**src/rtl/zxbus_mch.sv**
```systemverilog
// Z80 bus slave front end: re-strobes the Z80 controls, walks the FCI mux with a settle delay,
// picks the lowest-index hit channel and runs a req/stb handshake with timeout.
module zxbus_mch #(
  parameter int NCH    = 4,
  parameter int SETTLE = 1,
  parameter int TMO    = 255,
  parameter int TW     = 8
) (
  input  logic             clk,
  input  logic             reset_n,
  input  logic             rd,
  input  logic             wr,
  input  logic             mrq,
  input  logic             iorq,
  input  logic [7:0]       fci_in,
  output logic [1:0]       fci_sel,
  output logic             fci_dir,
  output logic [15:0]      zaddr,
  output logic [7:0]       zdata_in,
  output logic [7:0]       zdata_out,
  output logic             zxb_rnw,
  output logic             zxb_mni,
  input  logic [NCH-1:0]   ch_en,
  output logic [NCH-1:0]   ch_req,
  input  logic [NCH-1:0]   ch_stb,
  input  logic [8*NCH-1:0] ch_rdata,
  output logic             busy,
  output logic             tmo_err
);

  localparam int SW = (NCH > 1) ? $clog2(NCH) : 1;
  localparam logic [2:0]    SETTLE_V = 3'(SETTLE);
  localparam logic [TW-1:0] TMO_LAST = TW'(TMO - 1);

  typedef enum logic [2:0] {
    ST_INIT, ST_WAL, ST_IDLE, ST_WAH, ST_ADH, ST_DEC, ST_ACC, ST_FIN
  } state_t;

  state_t        state_reg, state_next;
  logic          zmrd_reg, zmwr_reg, ziord_reg, ziowr_reg;
  logic [2:0]    settle_reg, settle_next;
  logic [TW-1:0] tmo_reg, tmo_next;
  logic [SW-1:0] sel_reg, sel_next;
  logic [1:0]    fci_sel_reg, fci_sel_next;
  logic          fci_dir_reg, fci_dir_next;
  logic [15:0]   zaddr_reg, zaddr_next;
  logic [7:0]    zdata_in_reg, zdata_in_next;
  logic [7:0]    zdata_out_reg, zdata_out_next;
  logic          rnw_reg, rnw_next;
  logic          mni_reg, mni_next;
  logic [NCH-1:0] ch_req_reg, ch_req_next;
  logic          tmo_err_reg, tmo_err_next;

  logic          act;
  logic [SW-1:0] en_idx;
  logic [7:0]    rdata_arr [NCH];

  generate
    for (genvar gi = 0; gi < NCH; gi++) begin : g_rdata
      assign rdata_arr[gi] = ch_rdata[8*gi +: 8];
    end
  endgenerate

  assign act = zmrd_reg | zmwr_reg | ziord_reg | ziowr_reg;

  // Scanning downward leaves the lowest set index as the winner.
  always_comb begin
    en_idx = '0;
    for (int i = NCH - 1; i >= 0; i--) begin
      if (ch_en[i]) en_idx = SW'(i);
    end
  end

  always_comb begin
    state_next     = state_reg;
    settle_next    = settle_reg;
    tmo_next       = tmo_reg;
    sel_next       = sel_reg;
    fci_sel_next   = fci_sel_reg;
    fci_dir_next   = fci_dir_reg;
    zaddr_next     = zaddr_reg;
    zdata_in_next  = zdata_in_reg;
    zdata_out_next = zdata_out_reg;
    rnw_next       = rnw_reg;
    mni_next       = mni_reg;
    ch_req_next    = ch_req_reg;
    tmo_err_next   = 1'b0;
    case (state_reg)
      ST_INIT: begin
        fci_sel_next = 2'd0;
        settle_next  = SETTLE_V;
        state_next   = ST_WAL;
      end
      ST_WAL: begin
        if (settle_reg == 3'd0) state_next = ST_IDLE;
        else                    settle_next = settle_reg - 3'd1;
      end
      ST_IDLE: begin
        zaddr_next[7:0] = fci_in;
        if (act) begin
          rnw_next     = zmrd_reg | ziord_reg;
          mni_next     = zmrd_reg | zmwr_reg;
          fci_sel_next = 2'd1;
          settle_next  = SETTLE_V;
          state_next   = ST_WAH;
        end
      end
      ST_WAH: begin
        if (settle_reg == 3'd0) state_next = ST_ADH;
        else                    settle_next = settle_reg - 3'd1;
      end
      ST_ADH: begin
        zaddr_next[15:8] = fci_in;
        fci_sel_next     = 2'd2;
        settle_next      = SETTLE_V;
        state_next       = ST_DEC;
      end
      ST_DEC: begin
        if (settle_reg != 3'd0) begin
          settle_next = settle_reg - 3'd1;
        end else if (ch_en == '0) begin
          state_next = ST_FIN;
        end else begin
          sel_next    = en_idx;
          ch_req_next = NCH'(1) << en_idx;
          tmo_next    = '0;
          if (rnw_reg) fci_dir_next  = 1'b0;
          else         zdata_in_next = fci_in;
          state_next = ST_ACC;
        end
      end
      ST_ACC: begin
        tmo_next = tmo_reg + TW'(1);
        // A strobe arriving on the expiry cycle still completes the access.
        if (ch_stb[sel_reg]) begin
          ch_req_next = '0;
          if (rnw_reg) zdata_out_next = rdata_arr[sel_reg];
          state_next = ST_FIN;
        end else if (tmo_reg == TMO_LAST) begin
          ch_req_next  = '0;
          tmo_err_next = 1'b1;
          if (rnw_reg) zdata_out_next = 8'hFF;
          state_next = ST_FIN;
        end
      end
      ST_FIN: begin
        if (!act) begin
          fci_dir_next = 1'b1;
          state_next   = ST_INIT;
        end
      end
      default: state_next = ST_INIT;
    endcase
  end

  always_ff @(posedge clk or negedge reset_n) begin
    if (!reset_n) begin
      state_reg     <= ST_INIT;
      zmrd_reg      <= 1'b0;
      zmwr_reg      <= 1'b0;
      ziord_reg     <= 1'b0;
      ziowr_reg     <= 1'b0;
      settle_reg    <= '0;
      tmo_reg       <= '0;
      sel_reg       <= '0;
      fci_sel_reg   <= 2'd0;
      fci_dir_reg   <= 1'b1;
      zaddr_reg     <= '0;
      zdata_in_reg  <= '0;
      zdata_out_reg <= 8'hFF;
      rnw_reg       <= 1'b0;
      mni_reg       <= 1'b0;
      ch_req_reg    <= '0;
      tmo_err_reg   <= 1'b0;
    end else begin
      state_reg     <= state_next;
      zmrd_reg      <= mrq & rd;
      zmwr_reg      <= mrq & wr;
      ziord_reg     <= iorq & rd;
      ziowr_reg     <= iorq & wr;
      settle_reg    <= settle_next;
      tmo_reg       <= tmo_next;
      sel_reg       <= sel_next;
      fci_sel_reg   <= fci_sel_next;
      fci_dir_reg   <= fci_dir_next;
      zaddr_reg     <= zaddr_next;
      zdata_in_reg  <= zdata_in_next;
      zdata_out_reg <= zdata_out_next;
      rnw_reg       <= rnw_next;
      mni_reg       <= mni_next;
      ch_req_reg    <= ch_req_next;
      tmo_err_reg   <= tmo_err_next;
    end
  end

  assign fci_sel   = fci_sel_reg;
  assign fci_dir   = fci_dir_reg;
  assign zaddr     = zaddr_reg;
  assign zdata_in  = zdata_in_reg;
  assign zdata_out = zdata_out_reg;
  assign zxb_rnw   = rnw_reg;
  assign zxb_mni   = mni_reg;
  assign ch_req    = ch_req_reg;
  assign tmo_err   = tmo_err_reg;
  assign busy      = (state_reg != ST_IDLE);

endmodule

```
**config.mk**
```make
export PLATFORM = sky130hd
export DESIGN_NAME = zxbus_mch
export DESIGN_NICKNAME = d
export VERILOG_FILES = /design/src/rtl/zxbus_mch.sv
export SDC_FILE = /design/constraint.sdc
export NUM_CORES = 1
export LEC_CHECK = 0
export ABC_AREA = 1
export CAP_MARGIN = 10
export CORE_MARGIN = 4
export CORE_UTILIZATION = 42
export DETAILED_ROUTE_END_ITERATION = 8
export PLACE_DENSITY = 0.76
export REMOVE_ABC_BUFFERS = 1
export SYNTH_ARGS = -nofsm -noshare
export SYNTH_HDL_FRONTEND = slang
export SYNTH_SLANG_ARGS = --single-unit
```
**constraint.sdc**
```tcl
create_clock -name clk -period 1.45 [get_ports clk]
set_input_delay 0.2175 -clock clk [delete_from_list [all_inputs] [get_ports clk]]
set_output_delay 0.2175 -clock clk [all_outputs]
set_load 0.03 [all_outputs]
```
==> results of run 1 <==
-- through the flow --
step / hold WS, ns / std cells
after floorplan: -0.0781 / 377
after global placement: 0.255 / 604
after detailed placement: 0.252 / 604
after CTS: 0.405 / 640
after global routing: 0.422 / 655
final: 0.395 / 655
-- logic make-up (layout without fill, tap and decap cells) --
kind of cell    Yosys count  in the layout  share of synthesized area, %
simple gates            207            209                          29.2
compound gates           63             63                          10.8
flops                    62             62                          50.0
buf+inv                  51            215                          7.61
fa+ha+maj                 4              4                          1.60
xor+xnor                  3              3                         0.841
-- critical path, stage by stage (launching register included) --
cell and delay (ns):
sky130_fd_sc_hd__dfrtp_2 0.41, sky130_fd_sc_hd__buf_6 0.16, sky130_fd_sc_hd__nand2_8 0.06, sky130_fd_sc_hd__nor2_1 0.18
sky130_fd_sc_hd__nand2_1 0.11, sky130_fd_sc_hd__o21ai_1 0.11, sky130_fd_sc_hd__nor2_2 0.09, sky130_fd_sc_hd__buf_4 0.15
sky130_fd_sc_hd__nand3_1 0.07, sky130_fd_sc_hd__nand2_1 0.06
-- layout make-up --
| cell class | count | area, um^2 |
|---|---|---|
| clock buffer | 9 | 124 |
| clock inverter | 7 | 123 |
| fill | 523 | 2040 |
| inverter | 38 | 150 |
| multi-input combinational | 279 | 1600 |
| sequential | 62 | 1570 |
| tap | 99 | 124 |
| timing repair buffer | 161 | 1520 |
-- power breakdown --
part           switching (W)  leakage (nW)  total (W)  internal (W)
sequential          0.000531         0.766    0.00309       0.00256
clock               0.000736         0.116    0.00188       0.00115
combinational        0.00392          1.66    0.00678       0.00286
-- cells in the mapped netlist (3+ instances only) --
cell	number	area, um^2
sky130_fd_sc_hd__buf_4	3	22.5
sky130_fd_sc_hd__nand2_1	138	518
sky130_fd_sc_hd__o21ai_1	8	40.0
sky130_fd_sc_hd__clkbuf_1	4	15.0
sky130_fd_sc_hd__inv_1	34	128
sky130_fd_sc_hd__dfrtp_1	53	1330
sky130_fd_sc_hd__nand2_2	3	18.8
sky130_fd_sc_hd__dfstp_2	9	236
sky130_fd_sc_hd__o22ai_1	4	25.0
sky130_fd_sc_hd__a21oi_1	10	50.1
sky130_fd_sc_hd__ha_1	4	50.1
sky130_fd_sc_hd__nand3_1	38	190
sky130_fd_sc_hd__buf_6	4	45.0
sky130_fd_sc_hd__nor2_1	16	60.1
sky130_fd_sc_hd__o21ai_0	36	180
-- worst paths after layout --
check                           slack (ns)            to          from
worst min-delay path                  0.39    tmo_reg[5]       reset_n
worst max register to register       -0.08  state_reg[1]  state_reg[2]
worst min register to register        0.48  zdata_out[7]  zdata_out[7]
worst max-delay path                 -0.08  state_reg[1]  state_reg[2]
min in group clk                      0.41     ziowr_reg            wr
max in group asynchronous             0.73  zdata_out[0]       reset_n
-- layer usage --
layer  GRT usage [%]  part of all wire (%)
met4            5.78                  0.94
met2            33.9                    51
met1            26.8                    40
met5               0                     0
met3            7.77                   8.4
-- what timing repair did --
item                                   in CTS  in global routing
resized for setup                          76                 62
setup endpoints to repair                  64                 41
buffers inserted                           19                 13
gates cloned                                0                  2
pin swaps                                  15                 23
hold buffers                                1                  0
endpoints found under the hold margin      53                  0
==> flow_summary.json, run 1 <==
{
  "clk_pin_slew_worst_paths_ns": 0.08,
  "synth-edff-count": 0,
  "synth_sequential_area_ratio_pct": 50.0,
  "cts.root.buffer_cell": "sky130_fd_sc_hd__clkbuf_8",
  "final_hold_viol_count": 0,
  "failed_checks": "setup timing",
  "placement_rows": 31,
  "worstPathMaxFanout": 5,
  "power.leakage_nw": 2.54,
  "syn-instance-count": 390,
  "status": "complete, but fails checks",
  "drtPass1Iterations": 4,
  "grt_antenna_before_repair": 0,
  "detailedPlace.worstSlack_ns": -0.262,
  "ant_nets": 0,
  "routabilityCongestion": 0.863,
  "dr.first_iter.drc_count": 169,
  "async_flop_share_pct": 100,
  "post-route-period-util_pct": 105,
  "final_layout_size_suffix_gt1_share_pct": 30.6,
  "grt_max_degree": 63,
  "effective_utilization_at_floorplan_pct": 43.1,
  "yosysWarnings": 0,
  "maxCapViolCount": 0,
  "worstSetupPathType": "reg -> reg",
  "grt_pass1_vias": 3139,
  "detail_route.vias_per_cell": 4.98,
  "layout.cells.most_common_list": "121 x sky130_fd_sc_hd__nand2_1, 53 x sky130_fd_sc_hd__buf_4, 52 x sky130_fd_sc_hd__clkdlybuf4s50_1",
  "setup-violations-final": 30,
  "reg2reg_depth": 9,
  "placed_cell_area_um2": 4390,
  "routedWlPerCell_um": 15.6,
  "timing.setup.tns_ns": -0.863,
  "unrepaired_setup_endpoints_after_global_routing": "true",
  "fin_util_pct": 71.9,
  "antenna_cells": 0,
  "postSynthRegisterBits": 62,
  "power-per-cell-area_nw_per_um2": 2250,
  "arrival_time_of_the_worst_setup_path_ns": 1.77,
  "period_needed_ns": 1.53,
  "number_of_flip_flops_in_the_largest_register": 16,
  "tritoncts": "done",
  "cts.sink_count": 62,
  "yosys_most_used_dff": "sky130_fd_sc_hd__dfrtp_1",
  "clock_latency_ns": 0.36,
  "nNetsFinal": 609,
  "fmaxAchievable_ghz": 0.654,
  "finalClockSkew_ns": 0.0107,
  "ir_worst_vdd_v": 0.00168,
  "global_route.usage.total_pct": 21.1,
  "final_common_cell": "sky130_fd_sc_hd__nand2_1",
  "fp.dieW_um": 94.3,
  "cp-end-kind": "flip-flop",
  "ys_types": 33,
  "num_io_pins": 97,
  "die_h_um": 94.3,
  "avgSynthCellArea_um2": 8.01,
  "min-delay-path-class": "in -> async",
  "timing.final.max_slew_violations": 0,
  "totalPowerFinal_w": 0.0117,
  "critPathLaunchType": "flip-flop",
  "htree_levels": 3,
  "syn_area_um2": 3130,
  "io_buf_count": 96,
  "finish.instance_area_um2": 5210,
  "max_slew_margin_pct": 76.5,
  "hpwlAfterDp_um": 6150,
  "dr_total_vias": 3264,
  "clk_path_buf_depth": 2,
  "drt_drc_violations_left": 0,
  "grt_pass1_wl_um": 14600,
  "area_of_the_core_region_um2": 7250,
  "fp.dieArea_um2": 8890,
  "overflow": 0,
  "setup_ws_ns": -0.0791,
  "post_route_wl_um": 10200,
  "areaGrowthSynthToFinish_pct": 66.8,
  "required_ns": 1.70,
  "number_of_cts_inserted_buffers": 9,
  "worst_pin_slew_ns": 0.354
}
(Power assumes the default switching activity.)
==> inputs of run 2 (changes only) <==
- ABC_AREA: 1 -> default
- CORE_UTILIZATION: 42 -> 41
==> run 2 against run 1 <==
  * Critical path type unchanged
  * First-iteration DRC count down 55%
  * Sequential power about the same
  * Critical endpoint is now zdata_in[1]
  * Clock skew down 0.0050 ns
  * Combinational power down 22%
  * Total power down 18%
  * Hold slack better by 0.016 ns
  * Largest power group unchanged
  * Non-clock buffer count down 8
  * The flow still finishes with violations (setup timing)
  * Sequential cell count unchanged
  * Highest routed layer unchanged
  * Maximum frequency down 9.2%
  * Via count down 25%
==> flow_summary.json, run 2 <==
{
  "status": "complete, but fails checks",
  "failed_checks": "setup timing",
  "finish.instance_area_um2": 4670,
  "ir_worst_vdd_v": 0.00151,
  "area_of_the_core_region_um2": 6870,
  "area.sequential_um2": 1570,
  "final_hold_viol_count": 0,
  "cp-end-kind": "flip-flop",
  "fmaxAchievable_ghz": 0.594,
  "ant_nets": 0,
  "arrival_time_of_the_worst_setup_path_ns": 1.90,
  "unrepaired_setup_endpoints_after_global_routing": "true",
  "grt_antenna_before_repair": 0,
  "multi_input_area_um2": 1400,
  "drt_drc_violations_left": 0,
  "htree_levels": 3,
  "final_common_cell": "sky130_fd_sc_hd__clkdlybuf4s50_1",
  "nNetsFinal": 441,
  "synth_top_cells_by_area": "sky130_fd_sc_hd__dfrtp_1 45%, sky130_fd_sc_hd__dfstp_2 8.1%, sky130_fd_sc_hd__mux4_2 6.9%",
  "effective_utilization_at_floorplan_pct": 42.5,
  "syn_area_um2": 2920,
  "routabilityCongestion": 0.780,
  "syn-instance-count": 229,
  "clock_latency_ns": 0.33,
  "critPathLaunchType": "flip-flop",
  "detail_route.vias_per_cell": 5.08,
  "num_io_pins": 97,
  "dr.first_iter.drc_count": 76,
  "worst_pin_slew_ns": 0.443,
  "synth.largest_area_cell": "sky130_fd_sc_hd__dfrtp_1",
  "setup_ws_ns": -0.234,
  "post_route_wl_um": 7600,
  "clk_pin_slew_worst_paths_ns": 0.06,
  "required_ns": 1.67,
  "timing.hold.ws_ns": 0.411,
  "postSynthRegisterBits": 62,
  "layout.cells.most_common_list": "52 x sky130_fd_sc_hd__clkdlybuf4s50_1, 51 x sky130_fd_sc_hd__dfrtp_1, 45 x sky130_fd_sc_hd__buf_4",
  "synthDominantCellAreaShare_pct": 45.4,
  "hpwlAfterDp_um": 5330,
  "min-delay-path-class": "in -> async",
  "power.leakage_nw": 2.11,
  "grt_pass1_wl_um": 12500,
  "cts.root.buffer_cell": "sky130_fd_sc_hd__clkbuf_8",
  "synth-edff-count": 0,
  "grt_pass1_vias": 2625,
  "maxCapViolCount": 0,
  "io_buf_count": 96,
  "overflow": 0,
  "die_h_um": 92.4,
  "clk_path_buf_depth": 2,
  "synth_sequential_area_ratio_pct": 53.5,
  "yosysWarnings": 0,
  "number_of_cells_in_the_design_after_placement": 452,
  "ys_types": 44,
  "placement_rows": 30,
  "drtPass1Iterations": 4,
  "totalPowerFinal_w": 0.00964,
  "power-per-cell-area_nw_per_um2": 2060,
  "dr_total_vias": 2450,
  "placed_cell_area_um2": 4280,
  "finalClockSkew_ns": 0.00573,
  "tritoncts": "done",
  "cts.sink_count": 62,
  "final_layout_size_suffix_gt1_share_pct": 39.4,
  "areaGrowthSynthToFinish_pct": 60.1,
  "number_of_cts_inserted_buffers": 9,
  "post_layout_nonfiller_instances": 482,
  "worstPathMaxFanout": 8,
  "max_slew_margin_pct": 70.2,
  "fp.dieArea_um2": 8530,
  "async_flop_share_pct": 100,
  "grt_max_degree": 63,
  "final.fill_count": 502,
  "timing.final.max_slew_violations": 0,
  "fp.dieW_um": 92.4,
  "period_needed_ns": 1.68,
  "avgSynthCellArea_um2": 12.7,
  "global_route.usage.total_pct": 18.5,
  "yosys_most_used_dff": "sky130_fd_sc_hd__dfrtp_1",
  "setup-violations-final": 29,
  "worstSetupPathType": "reg -> reg",
  "post-route-period-util_pct": 116,
  "yosys.cell_count.top_type": "sky130_fd_sc_hd__dfrtp_1",
  "number_of_flip_flops_in_the_largest_register": 16,
  "routedWlPerCell_um": 15.8,
  "antenna_cells": 0,
  "yosys-top-cells-count": "53 x sky130_fd_sc_hd__dfrtp_1, 20 x sky130_fd_sc_hd__nor2_1, 16 x sky130_fd_sc_hd__mux2_2, 11 x sky130_fd_sc_hd__nand2_1",
  "detailedPlace.worstSlack_ns": -0.514
}
run 2: cells by family after synthesis:
group | after synthesis | synth area share [%]
XOR/XNOR | 6 | 1.80
buffers and inverters | 16 | 2.44
flip-flops | 62 | 53.5
multiplexers | 34 | 17.6
adder cells (fa/ha/maj) | 4 | 1.71
AO/OA/AOI/OAI | 41 | 10.0
AND/OR/NAND/NOR | 66 | 12.9
run 2: report_power, final:
| part | internal (W) | switching, W |
|---|---|---|
| Sequential | 0.00259 | 0.000481 |
| Combinational | 0.00256 | 0.00276 |
| Clock | 0.000642 | 0.000604 |
| Total | 0.00580 | 0.00384 |
run 2: layer usage:
metal  vias up  global-route usage (%)  part of all wire (%)
met5         -                       0                     0
met4         0                    5.07                  0.95
met3        10                    6.99                   8.9
met2        80                    32.6                    51
met1      1211                    20.9                    40
li1       1149                       -                     -
run 2: worst paths after layout:
check                              startpoint      endpoint  slack, ns  depth (start not counted)
worst max register to register  settle_reg[1]   zdata_in[1]      -0.23                          7
min in group clk                           wr     ziowr_reg       0.46                          2
worst max-delay path            settle_reg[1]   zdata_in[1]      -0.23                          7
worst min-delay path                  reset_n      zaddr[4]       0.41                          3
max in group asynchronous             reset_n  zdata_out[0]       0.73                          3
worst min register to register        fci_dir       fci_dir       0.50                          1
run 2: metrics by stage:
step	utilization (%)	TNS (ns)
3_5_place_dp	62.4	-11.46
4_1_cts	67.7	-4.92
5_1_grt	68.0	-6.80
3_3_place_gp	62.4	-9.50
6_report	68.0	-3.33
2_1_floorplan	-	-13.33
run 2: repair_timing:
item,in CTS,in global routing
gates resized for setup,88,12
hold buffers,1,0
setup buffers,13,2
pin swaps,12,5
setup endpoints to repair,85,54
cloned,1,0
endpoints found under the hold margin,53,0
run 2: final cells by class:
type,instances,area share [%]
clock buffers,12,3.11
clock inverters,2,0.214
inverters,6,0.482
multi-input cells,151,29.9
flip-flops and latches,62,33.5
well taps,96,2.57
repair buffers,153,30.3
run 2: worst max-delay path, cell delays in order (launching register included):
cell                       delay, ns
sky130_fd_sc_hd__dfrtp_1        0.38
sky130_fd_sc_hd__inv_2          0.09
sky130_fd_sc_hd__ha_4           0.15
sky130_fd_sc_hd__nand3b_4       0.09
sky130_fd_sc_hd__nor4b_4        0.25
sky130_fd_sc_hd__nand2b_1       0.14
sky130_fd_sc_hd__buf_12         0.17
sky130_fd_sc_hd__mux2_4         0.29
